**config.mk**
```make
export PLATFORM = sky130hd
export DESIGN_NAME = system_bridge_flat
export DESIGN_NICKNAME = d
export VERILOG_FILES = /design/src/rtl/bridge_pkg.sv /design/src/rtl/system_bridge_if.sv /design/src/rtl/bridge_decoder.sv /design/src/rtl/system_bridge.sv /design/src/flat_wrapper.sv
export SDC_FILE = /design/constraint.sdc
export NUM_CORES = 1
export LEC_CHECK = 0
export CORE_AREA = 2 2 120 122
export CTS_BUF_LIST = sky130_fd_sc_hd__clkbuf_4 sky130_fd_sc_hd__clkbuf_8 sky130_fd_sc_hd__clkbuf_16
export DETAILED_ROUTE_END_ITERATION = 10
export DIE_AREA = 0 0 122 124
export PLACE_DENSITY = 0.83
export SLEW_MARGIN = 10
export SYNTH_ARGS = -nofsm -noshare
export SYNTH_HDL_FRONTEND = slang
export SYNTH_SLANG_ARGS = --single-unit
```
**constraint.sdc**
```tcl
create_clock -name clk -period 2.2 [get_ports clk]
set_clock_uncertainty 0.15 [all_clocks]
set_input_delay 0.22 -clock clk [delete_from_list [all_inputs] [get_ports clk]]
set_output_delay 0.22 -clock clk [all_outputs]
set_load 0.005 [all_outputs]
```
**src/rtl/bridge_pkg.sv**
```systemverilog
// Shared types and constants for the CPU-to-device bridge.
package bridge_pkg;

    localparam int unsigned ADDR_W = 32;
    localparam int unsigned DATA_W = 32;
    localparam int unsigned BE_W   = 4;

    localparam logic [BE_W-1:0] BE_WORD = 4'b1111;

    typedef enum logic [1:0] {
        IDLE   = 2'd0,
        ACCESS = 2'd1,
        DONE   = 2'd2
    } state_t;

endpackage

```
**src/rtl/system_bridge_if.sv**
```systemverilog
// CPU data-port and device-bank signals of the bridge, grouped as one bus.
interface system_bridge_if #(
    parameter int unsigned NUM_DEV = 4
);
    logic                    cpu_req;
    logic [31:0]             cpu_addr;
    logic [3:0]              cpu_byteen;
    logic [31:0]             cpu_wdata;
    logic                    cpu_ready;
    logic [31:0]             cpu_rdata;
    logic                    cpu_fault;
    logic [NUM_DEV-1:0]      dev_sel;
    logic [31:0]             dev_addr;
    logic [3:0]              dev_byteen;
    logic [31:0]             dev_wdata;
    logic [NUM_DEV-1:0]      dev_ack;
    logic [NUM_DEV*32-1:0]   dev_rdata;

    // Environment side: CPU plus device bank.
    modport master (
        output cpu_req, cpu_addr, cpu_byteen, cpu_wdata, dev_ack, dev_rdata,
        input  cpu_ready, cpu_rdata, cpu_fault, dev_sel, dev_addr, dev_byteen, dev_wdata
    );

    // Bridge side.
    modport slave (
        input  cpu_req, cpu_addr, cpu_byteen, cpu_wdata, dev_ack, dev_rdata,
        output cpu_ready, cpu_rdata, cpu_fault, dev_sel, dev_addr, dev_byteen, dev_wdata
    );
endinterface

```
**src/rtl/bridge_decoder.sv**
```systemverilog
// Combinational address decoder: lowest-index window containing addr wins.
module bridge_decoder
    import bridge_pkg::*;
#(
    parameter int unsigned                NUM_DEV    = 4,
    parameter logic [NUM_DEV*ADDR_W-1:0]  ADDR_BASE  = '0,
    parameter logic [NUM_DEV*ADDR_W-1:0]  ADDR_LIMIT = '0
) (
    input  logic [ADDR_W-1:0]  addr,
    output logic [NUM_DEV-1:0] hit,
    output logic               miss
);

    always_comb begin
        hit  = '0;
        miss = 1'b1;
        for (int i = 0; i < NUM_DEV; i++) begin
            if (miss &&
                addr >= ADDR_BASE[ADDR_W*i +: ADDR_W] &&
                addr <= ADDR_LIMIT[ADDR_W*i +: ADDR_W]) begin
                hit[i] = 1'b1;
                miss   = 1'b0;
            end
        end
    end

endmodule

```
**src/rtl/system_bridge.sv**
```systemverilog
// Memory-mapped bridge: decodes CPU accesses to NUM_DEV devices and runs a
// registered req/ack handshake with timeout and fault reporting.
module system_bridge
    import bridge_pkg::*;
#(
    parameter int unsigned                NUM_DEV    = 4,
    parameter logic [NUM_DEV*ADDR_W-1:0]  ADDR_BASE  = {32'h0000_3000, 32'h0000_2000,
                                                        32'h0000_1000, 32'h0000_0000},
    parameter logic [NUM_DEV*ADDR_W-1:0]  ADDR_LIMIT = {32'h0000_3FFF, 32'h0000_2FFF,
                                                        32'h0000_1FFF, 32'h0000_0FFF},
    parameter logic [NUM_DEV-1:0]         WORD_ONLY  = 4'b1110,
    parameter int unsigned                TIMEOUT    = 16
) (
    input  logic           clk,
    input  logic           reset,
    system_bridge_if.slave bus
);

    localparam int unsigned CNT_W = $clog2(TIMEOUT);

    state_t              state;
    logic [CNT_W-1:0]    cnt;
    logic [NUM_DEV-1:0]  sel_q;
    logic [ADDR_W-1:0]   addr_q;
    logic [BE_W-1:0]     be_q;
    logic [DATA_W-1:0]   wdata_q;
    logic                ready_q;
    logic                fault_q;
    logic [DATA_W-1:0]   rdata_q;

    logic [NUM_DEV-1:0]  hit;
    logic                miss;
    logic                bad_write;
    logic                ack_hit;
    logic [DATA_W-1:0]   rdata_mux;

    bridge_decoder #(
        .NUM_DEV    (NUM_DEV),
        .ADDR_BASE  (ADDR_BASE),
        .ADDR_LIMIT (ADDR_LIMIT)
    ) u_decoder (
        .addr (bus.cpu_addr),
        .hit  (hit),
        .miss (miss)
    );

    // Partial writes to word-only devices, ack of the selected device, read mux.
    always_comb begin
        bad_write = (bus.cpu_byteen != '0) && ((hit & WORD_ONLY) != '0) &&
                    (bus.cpu_byteen != BE_WORD);
        ack_hit   = (bus.dev_ack & sel_q) != '0;
        rdata_mux = '0;
        for (int i = 0; i < NUM_DEV; i++) begin
            if (sel_q[i]) begin
                rdata_mux = rdata_mux | bus.dev_rdata[DATA_W*i +: DATA_W];
            end
        end
    end

    always_ff @(posedge clk) begin
        if (reset) begin
            state   <= IDLE;
            cnt     <= '0;
            sel_q   <= '0;
            addr_q  <= '0;
            be_q    <= '0;
            wdata_q <= '0;
            ready_q <= 1'b0;
            fault_q <= 1'b0;
            rdata_q <= '0;
        end else begin
            case (state)
                IDLE: begin
                    ready_q <= 1'b0;
                    if (bus.cpu_req) begin
                        if (miss || bad_write) begin
                            fault_q <= 1'b1;
                            rdata_q <= '0;
                            ready_q <= 1'b1;
                            state   <= DONE;
                        end else begin
                            addr_q  <= bus.cpu_addr;
                            be_q    <= bus.cpu_byteen;
                            wdata_q <= bus.cpu_wdata;
                            sel_q   <= hit;
                            cnt     <= '0;
                            state   <= ACCESS;
                        end
                    end
                end
                ACCESS: begin
                    // Ack takes priority over a timeout in the same cycle.
                    if (ack_hit) begin
                        rdata_q <= rdata_mux;
                        fault_q <= 1'b0;
                        sel_q   <= '0;
                        ready_q <= 1'b1;
                        state   <= DONE;
                    end else if (cnt == CNT_W'(TIMEOUT - 1)) begin
                        rdata_q <= '0;
                        fault_q <= 1'b1;
                        sel_q   <= '0;
                        ready_q <= 1'b1;
                        state   <= DONE;
                    end else begin
                        cnt <= cnt + CNT_W'(1);
                    end
                end
                DONE: begin
                    ready_q <= 1'b0;
                    state   <= IDLE;
                end
                default: begin
                    sel_q   <= '0;
                    ready_q <= 1'b0;
                    state   <= IDLE;
                end
            endcase
        end
    end

    assign bus.dev_sel    = sel_q;
    assign bus.dev_addr   = addr_q;
    assign bus.dev_byteen = be_q;
    assign bus.dev_wdata  = wdata_q;
    assign bus.cpu_ready  = ready_q;
    assign bus.cpu_fault  = fault_q;
    assign bus.cpu_rdata  = rdata_q;

endmodule

```
**src/flat_wrapper.sv**
```systemverilog
// flat-port wrapper written by rule: the top's interface ports become plain ports
module system_bridge_flat import bridge_pkg::*;
#(
    parameter int unsigned                NUM_DEV    = 4,
    parameter logic [NUM_DEV*ADDR_W-1:0]  ADDR_BASE  = {32'h0000_3000, 32'h0000_2000,
                                                        32'h0000_1000, 32'h0000_0000},
    parameter logic [NUM_DEV*ADDR_W-1:0]  ADDR_LIMIT = {32'h0000_3FFF, 32'h0000_2FFF,
                                                        32'h0000_1FFF, 32'h0000_0FFF},
    parameter logic [NUM_DEV-1:0]         WORD_ONLY  = 4'b1110,
    parameter int unsigned                TIMEOUT    = 16
)
  (clk, reset, bus_cpu_req, bus_cpu_addr, bus_cpu_byteen, bus_cpu_wdata, bus_dev_ack, bus_dev_rdata, bus_cpu_ready, bus_cpu_rdata, bus_cpu_fault, bus_dev_sel, bus_dev_addr, bus_dev_byteen, bus_dev_wdata);
  system_bridge_if #(.NUM_DEV(NUM_DEV)) bus_i ();
  input  logic clk;
  input  logic reset;
  input wire logic [$bits(bus_i.cpu_req)-1:0] bus_cpu_req;
  input wire logic [$bits(bus_i.cpu_addr)-1:0] bus_cpu_addr;
  input wire logic [$bits(bus_i.cpu_byteen)-1:0] bus_cpu_byteen;
  input wire logic [$bits(bus_i.cpu_wdata)-1:0] bus_cpu_wdata;
  input wire logic [$bits(bus_i.dev_ack)-1:0] bus_dev_ack;
  input wire logic [$bits(bus_i.dev_rdata)-1:0] bus_dev_rdata;
  output wire logic [$bits(bus_i.cpu_ready)-1:0] bus_cpu_ready;
  output wire logic [$bits(bus_i.cpu_rdata)-1:0] bus_cpu_rdata;
  output wire logic [$bits(bus_i.cpu_fault)-1:0] bus_cpu_fault;
  output wire logic [$bits(bus_i.dev_sel)-1:0] bus_dev_sel;
  output wire logic [$bits(bus_i.dev_addr)-1:0] bus_dev_addr;
  output wire logic [$bits(bus_i.dev_byteen)-1:0] bus_dev_byteen;
  output wire logic [$bits(bus_i.dev_wdata)-1:0] bus_dev_wdata;
  assign bus_i.cpu_req = bus_cpu_req;
  assign bus_i.cpu_addr = bus_cpu_addr;
  assign bus_i.cpu_byteen = bus_cpu_byteen;
  assign bus_i.cpu_wdata = bus_cpu_wdata;
  assign bus_i.dev_ack = bus_dev_ack;
  assign bus_i.dev_rdata = bus_dev_rdata;
  assign bus_cpu_ready = bus_i.cpu_ready;
  assign bus_cpu_rdata = bus_i.cpu_rdata;
  assign bus_cpu_fault = bus_i.cpu_fault;
  assign bus_dev_sel = bus_i.dev_sel;
  assign bus_dev_addr = bus_i.dev_addr;
  assign bus_dev_byteen = bus_i.dev_byteen;
  assign bus_dev_wdata = bus_i.dev_wdata;
  system_bridge #(.NUM_DEV(NUM_DEV), .ADDR_BASE(ADDR_BASE), .ADDR_LIMIT(ADDR_LIMIT), .WORD_ONLY(WORD_ONLY), .TIMEOUT(TIMEOUT)) u_core (.clk(clk), .reset(reset), .bus(bus_i));
endmodule
```
* After elaboration in Yosys (flattened, before gate mapping)
Index checks and enable logic that the tools add are counted.
** Storage, ports and cells
- Word-level logic and storage cells :: 95
- Output and inout bits :: 106
- Memory bits (writable) :: 0
- Bits in read-only memories :: 0
- Memories kept :: 0
- Register bits after elaboration :: 112
- Bits in latches :: 0
- Bits of input ports :: 203
** Cells by class
- Reduce and logical (&&, ||, !) cells :: 20
- Multiplexer cells :: 41
- Div/mod/pow operators :: 0
- Shifts and indexed selects :: 0
- Bitwise logic cells :: 6
- $lt $le $gt $ge :: 8
- Multiply operators :: 0
- Equality and inequality tests :: 10
- Add/sub/neg operators :: 1
** Operator list (number)
- 32-bit two-way mux :: 8
- 32-bit bitwise OR :: 3
- 32-bit by 14-bit >= comparator with 1-bit output (second input constant) :: 2
- 32-bit by 14-bit <= comparator with 1-bit output (second input constant) :: 2
- 32-bit case mux with 2 select lines :: 1
- 32-bit by 1-bit >= comparator with 1-bit output (second input constant) :: 1
- 32-bit by 13-bit >= comparator with 1-bit output (second input constant) :: 1
- 32-bit by 12-bit <= comparator with 1-bit output (second input constant) :: 1
- 32-bit by 13-bit <= comparator with 1-bit output (second input constant) :: 1
- 4-bit two-way mux :: 8
- 1-bit two-way mux :: 15
- 4-bit case mux with 3 select lines :: 1
- 4-bit nonzero test :: 3
- 1-bit logical AND :: 9
- 2-bit two-way mux :: 4
- 2-bit != test (second input constant) :: 4
- 4-bit case mux with 2 select lines :: 1
- 4-bit AND reduction :: 2
- 5-bit AND reduction :: 1
- 4-bit by 1-bit adder with 4-bit output (second input constant) :: 1
- 4-bit bitwise AND :: 1
- 4-bit equality test (second input constant) :: 1
- 4-bit != test (second input constant) :: 1
- 1-bit case mux with 2 select lines :: 2
- other kinds (11) :: 12

* Logic depth before layout (Yosys ltp)
Gate-level depths: netlist of run 1.
- Depth after elaboration :: 19
- Gate-level depth with buffers :: 8
- Mapped depth without buffers :: 6

* By module
A second synthesis of run 1 with hierarchy kept.
** Unflattened totals
- Cells, all modules :: 538
- Area, all modules :: 4684.5 um2
** By module, submodules not included
- system_bridge :: area an instance 4583.1 um2, times used 1, seq. area each 2242.2 um2, cells each 524
- bridge_decoder :: area an instance 101.3 um2, times used 1, seq. area each 0.0 um2, cells each 14

* Least setup slack after synthesis of run 1
OpenSTA, ideal clock, no wires.
- Kind :: in2reg
- Start :: in bus_cpu_addr[15]
- End :: reg u_core.addr_q[22] (netlist: u_core.bus.dev_addr[22])
- Required time :: 1.919 ns
- Cell stages on the path :: 7
- Arrival :: 1.744 ns
- Library setup time :: 0.131 ns
- Path slack :: 0.175 ns
- Path buffers :: 3
- Cells stage by stage :: or4_4 -> nor4_4 -> and4_1 -> buf_2 -> buf_4 -> buf_2 -> nor3b_1
** On the way
- Longest elaborated chain between the ends :: 18
** RTL lines
- from (decl) :: line flat_wrapper.sv:17 : input wire logic [$bits(bus_i.cpu_addr)-1:0] bus_cpu_addr;
- 32-bit by 1-bit >= comparator with 1-bit output / 32-bit by 12-bit <= comparator with 1-bit output (equally long branches) :: line bridge_decoder.sv:19, bridge_decoder.sv:20
- 1-bit logical AND :: line bridge_decoder.sv:19 : addr >= ADDR_BASE[ADDR_W*i +: ADDR_W] &&
- 1-bit two-way mux :: line bridge_decoder.sv:18 : if (miss &&
- 1-bit logical AND :: line bridge_decoder.sv:18
- 1-bit logical AND :: line bridge_decoder.sv:19
- 1-bit two-way mux :: line bridge_decoder.sv:18
- 1-bit logical AND :: line bridge_decoder.sv:18
- 1-bit logical AND :: line bridge_decoder.sv:19
- 1-bit two-way mux :: line bridge_decoder.sv:18
- 1-bit logical AND :: line bridge_decoder.sv:18
- 1-bit logical AND :: line bridge_decoder.sv:19
- 1-bit two-way mux :: line bridge_decoder.sv:18
- 4-bit nonzero test :: line system_bridge.sv:49 : bad_write = (bus.cpu_byteen != '0) && ((hit & WORD_ONLY) != '0) &&
- 1-bit logical AND (2 in series) :: line system_bridge.sv:49
- 1-bit logical OR * :: line system_bridge.sv:76 : if (miss || bad_write) begin
- 1-bit inverter (no source line) *
- 3-bit AND reduction (no source line) *
- to (signal assigned) :: line system_bridge.sv:82 : addr_q <= bus.cpu_addr;
- to (decl) :: line system_bridge.sv:24 : logic [ADDR_W-1:0] addr_q;
Every way passes the cells marked *; elsewhere a longest branch is shown, timed or not.
A chain may end at the register's enable or synchronous reset.

* Worst setup path after layout of run 1
- Start :: in bus_cpu_addr[30]
- End :: reg u_core.wdata_q[18] (netlist: u_core.bus.dev_wdata[18])
** On the way
- Longest elaborated chain between the ends :: 18
** RTL lines
- 32-bit by 1-bit >= comparator with 1-bit output / 32-bit by 12-bit <= comparator with 1-bit output (equally long branches) :: line bridge_decoder.sv:19, bridge_decoder.sv:20
- 1-bit logical AND :: line bridge_decoder.sv:19
- 1-bit two-way mux :: line bridge_decoder.sv:18
- 1-bit logical AND :: line bridge_decoder.sv:18
- 1-bit logical AND :: line bridge_decoder.sv:19
- 1-bit two-way mux :: line bridge_decoder.sv:18
- 1-bit logical AND :: line bridge_decoder.sv:18
- 1-bit logical AND :: line bridge_decoder.sv:19
- 1-bit two-way mux :: line bridge_decoder.sv:18
- 1-bit logical AND :: line bridge_decoder.sv:18
- 1-bit logical AND :: line bridge_decoder.sv:19
- 1-bit two-way mux :: line bridge_decoder.sv:18
- 4-bit nonzero test :: line system_bridge.sv:49
- 1-bit logical AND (2 in series) :: line system_bridge.sv:49
- 1-bit logical OR * :: line system_bridge.sv:76
- 1-bit inverter (no source line) *
- 3-bit AND reduction (no source line) *
- to (signal assigned) :: line system_bridge.sv:84 : wdata_q <= bus.cpu_wdata;
- to (decl) :: line system_bridge.sv:26 : logic [DATA_W-1:0] wdata_q;
Marked as above.

==> metrics.txt, run 1 <==
# TYPE chip_impl_metric gauge
chip_impl_info{name="status",value="completed"} 1
chip_impl_metric{name="ant_nets",unit=""} 0
chip_impl_metric{name="die_width",unit="um"} 122
chip_impl_metric{name="detailedRoute.firstPassIterationCount",unit=""} 6
chip_impl_metric{name="max_freq",unit="GHz"} 0.4610
chip_impl_metric{name="clkSinkCount",unit=""} 112
chip_impl_metric{name="met3_length",unit="um"} 1961
chip_impl_info{name="worstPathCellList",value="clkdlybuf4s50_1 -> or4_4 -> nor4_4 -> buf_4 -> nand4_1 -> buf_6 -> buf_12 -> nand2_1 -> a21oi_1"} 1
chip_impl_info{name="startpoint_type_of_the_worst_setup_path",value="input pin"} 1
chip_impl_metric{name="synth_cell_type_count",unit=""} 40
chip_impl_metric{name="clkSlewWorstSetupHoldPaths",unit="ns"} 0.08
chip_impl_metric{name="htreeDepth",unit=""} 3
chip_impl_metric{name="initial_utilization",unit=""} 0.3260
chip_impl_metric{name="grt_pass1_vias",unit=""} 4670
chip_impl_metric{name="report.final.setup_viol",unit=""} 0
chip_impl_metric{name="final_layout_size_suffix_gt1_frac",unit=""} 0.07644
chip_impl_metric{name="worst_ir_drop_vdd",unit="mV"} 0.3623
chip_impl_metric{name="portBuffers",unit=""} 308
chip_impl_metric{name="netlist_instances",unit=""} 486
chip_impl_metric{name="drt-vias-per-instance",unit=""} 5.134
chip_impl_metric{name="post-route-period-util",unit=""} 0.9860
chip_impl_metric{name="pin_count_of_the_biggest_net_entering_global_routing",unit=""} 46
chip_impl_metric{name="route.vias.total",unit=""} 5021
chip_impl_info{name="worst-setup-path-type",value="input pin to flip-flop"} 1
chip_impl_metric{name="cts_inserted_buffers",unit=""} 9
chip_impl_metric{name="synth.yosys.seq_area_share",unit=""} 0.5013
chip_impl_info{name="synth_top_family_by_area",value="compound AO/OA/AOI/OAI gates"} 1
chip_impl_info{name="endpoint_kind",value="flip-flop"} 1
chip_impl_metric{name="dieHeight",unit="um"} 124
chip_impl_metric{name="dp_worst_setup_slack",unit="ns"} -0.3605
chip_impl_metric{name="standard_cell_row_count",unit=""} 43
chip_impl_metric{name="syn_nets",unit=""} 690
chip_impl_metric{name="finalNetCount",unit=""} 997
chip_impl_info{name="final_common_cell",value="clkdlybuf4s50_1"} 1
chip_impl_metric{name="ys_warns",unit=""} 0
chip_impl_info{name="min_delay_worst_endpoint",value="u_core.state[1]"} 1
chip_impl_metric{name="worstPathMaxFanout",unit=""} 19
chip_impl_metric{name="wl_met2",unit="um"} 8395
chip_impl_metric{name="dieArea",unit="sq mm"} 0.01513
chip_impl_info{name="holdCritPathClass",value="input pin to flip-flop"} 1
chip_impl_metric{name="post_synth_xor_area_fraction",unit=""} 0
chip_impl_metric{name="antenna_found_initial",unit=""} 0
chip_impl_metric{name="synth-compound-area-share",unit=""} 0.2876
chip_impl_metric{name="timing.critical_path.arrival",unit="ns"} 2.24
chip_impl_metric{name="transition_at_the_pin_with_the_smallest_max_transition_slack",unit="ns"} 0.4821
chip_impl_metric{name="critical_path_buf_inv_count",unit=""} 4
chip_impl_metric{name="async_flop_share",unit=""} 0
chip_impl_metric{name="cellPowerDensity",unit="mW/mm^2"} 501.3
chip_impl_metric{name="detail_route.iter0.violations",unit=""} 309
chip_impl_info{name="r2r-start",value="u_core.cnt[0]"} 1
chip_impl_metric{name="post_synthesis_cell_area",unit="sq mm"} 0.004473
chip_impl_info{name="rsz0062_at_grt",value="true"} 1
chip_impl_metric{name="ctsHoldBuffers",unit=""} 0
chip_impl_info{name="synth_flop_cell",value="dfxtp_1"} 1
chip_impl_metric{name="gp_congestion",unit=""} 0.8025
chip_impl_metric{name="clockBufferDepth",unit=""} 2
chip_impl_metric{name="dp_hpwl",unit="um"} 12410
chip_impl_metric{name="io-pin-count",unit=""} 309
chip_impl_info{name="cts_tree",value="yes"} 1
chip_impl_metric{name="count_of_cells_along_the_worst_register_to_register_path",unit=""} 6
chip_impl_metric{name="hold_viol",unit=""} 0
chip_impl_metric{name="stdcell_count",unit=""} 978
chip_impl_metric{name="core",unit="sq mm"} 0.01372
chip_impl_info{name="hp-start",value="reset"} 1
chip_impl_metric{name="synthesis.area_per_instance",unit="sq um"} 9.204
chip_impl_metric{name="r2r_setup_slack",unit="ns"} 0.11
chip_impl_info{name="cpMaxStageDelayCell",value="or4_4"} 1
chip_impl_metric{name="yosys.area_share.simple",unit=""} 0.1648
chip_impl_metric{name="routedWlPerCell",unit="um"} 17.65
chip_impl_metric{name="maxCapViolCount",unit=""} 0
chip_impl_metric{name="wl_met1",unit="um"} 6480
chip_impl_metric{name="power.leakage",unit="uW"} 0.002856
chip_impl_info{name="routed.top_layer",value="met4"} 1
chip_impl_metric{name="relative_slew_margins",unit=""} 0.6786
chip_impl_info{name="final_cell_mix",value="clkdlybuf4s50_1, dfxtp_1, nand2_1, a21oi_1, a22o_1"} 1
chip_impl_info{name="cts_root_buf",value="clkbuf_16"} 1
chip_impl_metric{name="synth_adder_area_share",unit=""} 0.002797
chip_impl_metric{name="placed_cells_incl_taps",unit=""} 955
chip_impl_metric{name="fin_ws",unit="ns"} 0.03084
chip_impl_metric{name="antenna-diode-count",unit=""} 0
chip_impl_metric{name="synth-edff-count",unit=""} 0
chip_impl_metric{name="grt_use_total",unit=""} 0.2066
chip_impl_metric{name="finalWirelength",unit="um"} 17260
chip_impl_metric{name="crit_path_max_incr_delay",unit="ns"} 0.49
chip_impl_metric{name="required_time_worst_endpoint",unit="ns"} 2.27
chip_impl_metric{name="area.growth.synth_to_final",unit="%"} 85.51
chip_impl_info{name="r2r-end",value="u_core.cnt[1]"} 1
chip_impl_metric{name="grt_first_pass_wirelength",unit="um"} 24320
chip_impl_metric{name="whs_path_depth",unit=""} 2
chip_impl_info{name="critical_path.top_delay_family",value="simple AND/OR/NAND/NOR gates"} 1
chip_impl_metric{name="remaining_drcs",unit=""} 0
chip_impl_metric{name="synth.area.mux_share",unit=""} 0
chip_impl_metric{name="timing.final.crit_period",unit="ns"} 2.169
chip_impl_metric{name="worst_skew_pair.late_latency",unit="ns"} 0.34
chip_impl_metric{name="finalMaxSlewViolations",unit=""} 0
chip_impl_metric{name="grt_remaining_overflow",unit=""} 0
chip_impl_metric{name="yosys_register_bits",unit=""} 112
[metrics by stage]
step | util | power, uW | hold WS, ns | instance area [sq um] | setup TNS [ns]
finish | 0.6048 | 4159 | 0.08692 | 8298 | 0
CTS | 0.5915 | 4193 | 0.07161 | 8115 | 0
floorplan | - | 2145 | 0.1577 | 4473 | 0
global route | 0.6048 | 4312 | 0.1057 | 8298 | -2.191
detailed placement | 0.5702 | 2560 | 0.2954 | 7823 | -31.17
global placement | 0.5702 | 2557 | 0.2899 | 7823 | -32.85
[synthesized netlist by cell type, types with 2 or more instances]
library cell | instances | area share
o21ai_0 | 2 | 0.0022
dfxtp_1 | 112 | 0.50
a221oi_1 | 32 | 0.063
nor2b_1 | 2 | 0.0028
nand3_1 | 2 | 0.0022
nor2_1 | 7 | 0.0059
or4_1 | 2 | 0.0034
nand2_1 | 102 | 0.086
nand2b_1 | 4 | 0.0056
a21oi_1 | 58 | 0.065
nand3b_1 | 2 | 0.0034
nor4_1 | 3 | 0.0042
buf_1 | 3 | 0.0025
o21a_1 | 2 | 0.0034
nor3_1 | 3 | 0.0034
and4_1 | 2 | 0.0039
inv_1 | 2 | 0.0017
buf_2 | 9 | 0.010
a22o_1 | 36 | 0.070
nor3b_1 | 18 | 0.030
o31ai_1 | 2 | 0.0034
o2bb2ai_1 | 34 | 0.067
clkbuf_1 | 30 | 0.025
[how the worst max path moves through the flow]
stage                                start                  endpoint  slack, ns  cells past startpoint
after floorplan           bus_cpu_addr[15]   u_core.bus.dev_addr[22]       0.17                      7
after global placement    bus_cpu_addr[24]  u_core.bus.dev_wdata[18]      -0.35                      8
after detailed placement  bus_cpu_addr[15]  u_core.bus.dev_wdata[28]      -0.36                      7
after CTS                 bus_cpu_addr[15]  u_core.bus.dev_wdata[28]       0.02                      7
after global routing      bus_cpu_addr[30]  u_core.bus.dev_wdata[13]      -0.06                      9
final                     bus_cpu_addr[30]  u_core.bus.dev_wdata[18]       0.03                      9
[layer usage]
layer	GRT usage	vias up
met1	0.2356	2343
met2	0.3443	239
met5	0	-
li1	-	2411
met4	0.08836	0
met3	0.08150	28
[timing repair]
action,in CTS,in global routing
setup buffers,0,3
hold endpoints to repair,0,0
endpoints found under the setup margin,0,89
gates resized for setup,0,19
[flip-flops by register name, indices dropped and copies added (netlist names)]
name                   cells
u_core.cnt                 4
u_core.bus.dev_sel         4
u_core.bus.cpu_rdata      32
u_core.bus.cpu_fault       1
u_core.bus.dev_byteen      4
u_core.bus.dev_wdata      32
u_core.bus.cpu_ready       1
u_core.bus.dev_addr       32
u_core.state               2
[area by class of cell]
class	instances	area [sq um]
clock inverter	5	46.29
inverter	2	7.507
tap	180	225.2
fill	1175	5421
sequential	112	2242
multi-input combinational	328	2077
timing repair buffer	340	3453
clock buffer	11	246.5
[power breakdown]
part	switching, uW	internal [uW]
Sequential	4.76	2030
Combinational	135	358
Clock	794	837
[cells by family (layout without fill, tap and decap cells)]
group,Yosys count,in the layout
compound gates,173,173
simple gates,154,154
flops,112,112
buf+inv,46,358
fa+ha+maj,1,1
(Power assumes the default switching activity.)
==> run 2: changes to the inputs <==
--- a/config.mk
+++ b/config.mk
@@ -5,11 +5,13 @@
 export SDC_FILE = /design/constraint.sdc
 export NUM_CORES = 1
 export LEC_CHECK = 0
-export CORE_AREA = 2 2 120 122
+export ABC_AREA = 1
+export CORE_MARGIN = 3
+export CORE_UTILIZATION = 37
 export CTS_BUF_LIST = sky130_fd_sc_hd__clkbuf_4 sky130_fd_sc_hd__clkbuf_8 sky130_fd_sc_hd__clkbuf_16
 export DETAILED_ROUTE_END_ITERATION = 10
-export DIE_AREA = 0 0 122 124
-export PLACE_DENSITY = 0.83
+export DONT_BUFFER_PORTS = 1
+export PLACE_DENSITY = 0.59
 export SLEW_MARGIN = 10
 export SYNTH_ARGS = -nofsm -noshare
 export SYNTH_HDL_FRONTEND = slang
==> metrics.txt, run 2 <==
# TYPE chip_impl_metric gauge
chip_impl_metric{name="finalMaxSlewViolations",unit=""} 0
chip_impl_metric{name="core",unit="sq mm"} 0.01345
chip_impl_metric{name="timing.critical_path.arrival",unit="ns"} 1.99
chip_impl_metric{name="power.leakage",unit="uW"} 0.002249
chip_impl_metric{name="synthesis.area_per_instance",unit="sq um"} 7.268
chip_impl_metric{name="grt_use_total",unit=""} 0.1984
chip_impl_info{name="final_common_cell",value="nand2_1"} 1
chip_impl_metric{name="final-seq-area",unit="sq mm"} 0.002242
chip_impl_metric{name="io-pin-count",unit=""} 309
chip_impl_metric{name="postLayoutCellArea",unit="sq mm"} 0.006123
chip_impl_info{name="cts_root_buf",value="clkbuf_16"} 1
chip_impl_metric{name="required_time_worst_endpoint",unit="ns"} 2.29
chip_impl_metric{name="remaining_drcs",unit=""} 0
chip_impl_metric{name="standard_cell_row_count",unit=""} 42
chip_impl_metric{name="dieArea",unit="sq mm"} 0.01544
chip_impl_metric{name="n_fill_cell",unit=""} 1348
chip_impl_metric{name="count_of_cells_along_the_worst_register_to_register_path",unit=""} 5
chip_impl_metric{name="clockBufferDepth",unit=""} 2
chip_impl_metric{name="synth_top_area_share",unit=""} 0.4333
chip_impl_metric{name="r2r_setup_slack",unit="ns"} 0.30
chip_impl_metric{name="transition_at_the_pin_with_the_smallest_max_transition_slack",unit="ns"} 0.3907
chip_impl_metric{name="gp_congestion",unit=""} 0.9310
chip_impl_metric{name="antenna-diode-count",unit=""} 0
chip_impl_info{name="synth_commonest_cells",value="nand2_1, dfxtp_1, inv_1"} 1
chip_impl_info{name="startpoint_type_of_the_worst_setup_path",value="flip-flop"} 1
chip_impl_metric{name="dp_hpwl",unit="um"} 11100
chip_impl_metric{name="cts.repair.resized",unit=""} 0
chip_impl_metric{name="routedWlPerCell",unit="um"} 16.85
chip_impl_metric{name="clkSlewWorstSetupHoldPaths",unit="ns"} 0.07
chip_impl_metric{name="async_flop_share",unit=""} 0
chip_impl_info{name="endpoint_kind",value="flip-flop"} 1
chip_impl_metric{name="synth-edff-count",unit=""} 0
chip_impl_metric{name="power",unit="uW"} 3993
chip_impl_info{name="synth_flop_cell",value="dfxtp_1"} 1
chip_impl_metric{name="final_layout_size_suffix_gt1_frac",unit=""} 0.1117
chip_impl_metric{name="relative_slew_margins",unit=""} 0.7396
chip_impl_metric{name="grt_first_pass_wirelength",unit="um"} 25030
chip_impl_info{name="hp-start",value="reset"} 1
chip_impl_metric{name="pin_count_of_the_biggest_net_entering_global_routing",unit=""} 66
chip_impl_info{name="final_cell_mix",value="nand2_1, dfxtp_1, inv_1, a21oi_1, dlygate4sd3_1"} 1
chip_impl_info{name="netlist_top_cells_area",value="dfxtp_1, nand2_1, a21oi_1, inv_1, nand4_1"} 1
chip_impl_info{name="rsz0062_at_grt",value="false"} 1
chip_impl_metric{name="cellPowerDensity",unit="mW/mm^2"} 652.1
chip_impl_metric{name="htreeDepth",unit=""} 3
chip_impl_metric{name="drt-vias-per-instance",unit=""} 5.242
chip_impl_metric{name="synth_cell_type_count",unit=""} 31
chip_impl_metric{name="post_synthesis_cell_area",unit="sq mm"} 0.005175
chip_impl_metric{name="max_freq",unit="GHz"} 0.5259
chip_impl_metric{name="setup-tns-final",unit="ns"} 0
chip_impl_info{name="r2r-end",value="u_core.bus.dev_addr[4]"} 1
chip_impl_metric{name="detailedRoute.firstPassIterationCount",unit=""} 5
chip_impl_metric{name="die_width",unit="um"} 124.3
chip_impl_metric{name="timing.final.crit_period",unit="ns"} 1.902
chip_impl_metric{name="hold_viol",unit=""} 0
chip_impl_metric{name="yosys_register_bits",unit=""} 112
chip_impl_info{name="holdCritPathClass",value="input pin to flip-flop"} 1
chip_impl_info{name="cts_tree",value="yes"} 1
chip_impl_metric{name="report.final.setup_viol",unit=""} 0
chip_impl_metric{name="whs_path_depth",unit=""} 2
chip_impl_metric{name="maxCapViolCount",unit=""} 0
chip_impl_info{name="yosys.cell_count.top_type",value="nand2_1"} 1
chip_impl_metric{name="finalWirelength",unit="um"} 15640
chip_impl_info{name="yosysTopAreaCell",value="dfxtp_1"} 1
chip_impl_info{name="status",value="completed"} 1
chip_impl_metric{name="grt_remaining_overflow",unit=""} 0
chip_impl_metric{name="antenna_found_initial",unit=""} 0
chip_impl_info{name="min_delay_worst_endpoint",value="u_core.bus.cpu_rdata[9]"} 1
chip_impl_metric{name="clkSinkCount",unit=""} 112
chip_impl_metric{name="worst_ir_drop_vdd",unit="mV"} 0.3402
chip_impl_metric{name="dieHeight",unit="um"} 124.3
chip_impl_metric{name="cts_inserted_buffers",unit=""} 9
chip_impl_metric{name="grt_pass1_vias",unit=""} 4883
chip_impl_metric{name="detail_route.iter0.violations",unit=""} 254
chip_impl_info{name="worst-setup-path-type",value="flip-flop to flip-flop"} 1
chip_impl_metric{name="ys_warns",unit=""} 0
chip_impl_metric{name="worstPathMaxFanout",unit=""} 10
chip_impl_metric{name="area.growth.synth_to_final",unit="%"} 18.33
chip_impl_metric{name="worst_skew_pair.late_latency",unit="ns"} 0.35
chip_impl_metric{name="placed_standard_cell_area",unit="sq mm"} 0.005213
chip_impl_info{name="r2r-start",value="u_core.state[1]"} 1
chip_impl_metric{name="ant_nets",unit=""} 0
chip_impl_metric{name="post-route-period-util",unit=""} 0.8644
chip_impl_metric{name="multi_input_area",unit="sq mm"} 0.002306
chip_impl_metric{name="initial_utilization",unit=""} 0.3847
chip_impl_metric{name="finalNetCount",unit=""} 951
chip_impl_metric{name="portBuffers",unit=""} 0
chip_impl_metric{name="synth.yosys.seq_area_share",unit=""} 0.4333
chip_impl_metric{name="route.vias.total",unit=""} 4865
chip_impl_metric{name="netlist_instances",unit=""} 712
chip_impl_metric{name="syn_nets",unit=""} 916
-- run 2: cell count changes in the layout (fill, tap and decap cells not counted), moves of 31 or more --
| cell | before | now |
|---|---|---|
| dlygate4sd3_1 | 0 | 57 |
| o2bb2ai_1 | 34 | 0 |
| nand2_1 | 99 | 200 |
| a22o_1 | 36 | 2 |
| nand4_1 | 1 | 39 |
| a221oi_1 | 32 | 0 |
| o21ai_1 | 0 | 31 |
| clkdlybuf4s50_1 | 305 | 0 |
| inv_1 | 2 | 78 |
-- run 2: critical path: stages, from the launching register on --
cell and delay [ns]:
dfxtp_1 0.35, nor2_1 0.23, nand4_4 0.23, o21ai_0 0.21, a21oi_1 0.06, dlygate4sd3_1 0.56
-- run 2: worst max-delay path by stage --
stage,from,slack (ns),endpoint,depth (start not counted)
after floorplan,u_core.bus.dev_sel[0],0.50,u_core.bus.cpu_rdata[24],9
after global placement,bus_cpu_addr[28],0.35,u_core.bus.dev_addr[7],11
after detailed placement,bus_cpu_addr[28],0.26,u_core.bus.dev_addr[8],11
after CTS,u_core.state[1],0.30,u_core.bus.dev_addr[4],5
after global routing,bus_cpu_addr[28],0.10,u_core.bus.dev_addr[5],11
final,u_core.state[1],0.30,u_core.bus.dev_addr[4],5
-- run 2: layout make-up --
cell class / instances / area share
sequential: 112 / 0.3662
clock inverter: 6 / 0.01328
inverter: 82 / 0.05047
timing repair buffer: 71 / 0.1185
tap: 176 / 0.03596
clock buffer: 10 / 0.03903
multi-input combinational: 471 / 0.3766
-- run 2: metrics by stage --
stage	hold slack (ns)	cells	utilization	setup slack [ns]
floorplan	0.2434	712	-	0.5025
global placement	0.1458	854	0.3875	0.3506
detailed placement	0.1446	854	0.3875	0.2565
CTS	0.00008921	928	0.4552	0.3028
global route	0.02209	928	0.4552	0.1024
finish	0.01031	928	0.4552	0.2984
-- run 2: cells by family after synthesis --
logic type / synth area share
buf+inv: 0.1233
fa+ha+maj: 0.002417
simple gates: 0.2795
flops: 0.4333
xor+xnor: 0.003386
compound gates: 0.1581
-- run 2: repair_timing --
action | CTS | global route
endpoints found under the hold margin | 89 | 0
hold buffers | 58 | 0
setup buffers | 0 | 0
-- run 2: metal layers --
layer | vias to the layer above | track usage | part of all wire
met5 | - | 0 | 0
met4 | 0 | 0.08962 | 0.033
met3 | 39 | 0.06389 | 0.083
met2 | 213 | 0.3499 | 0.51
met1 | 2244 | 0.2162 | 0.37
li1 | 2369 | - | -
-- run 2: power breakdown --
group	switching [uW]	internal [uW]	total, uW
sequential	6.20	2030	2040
clock	791	939	1730
combinational	118	110	227
total	914	3080	3990
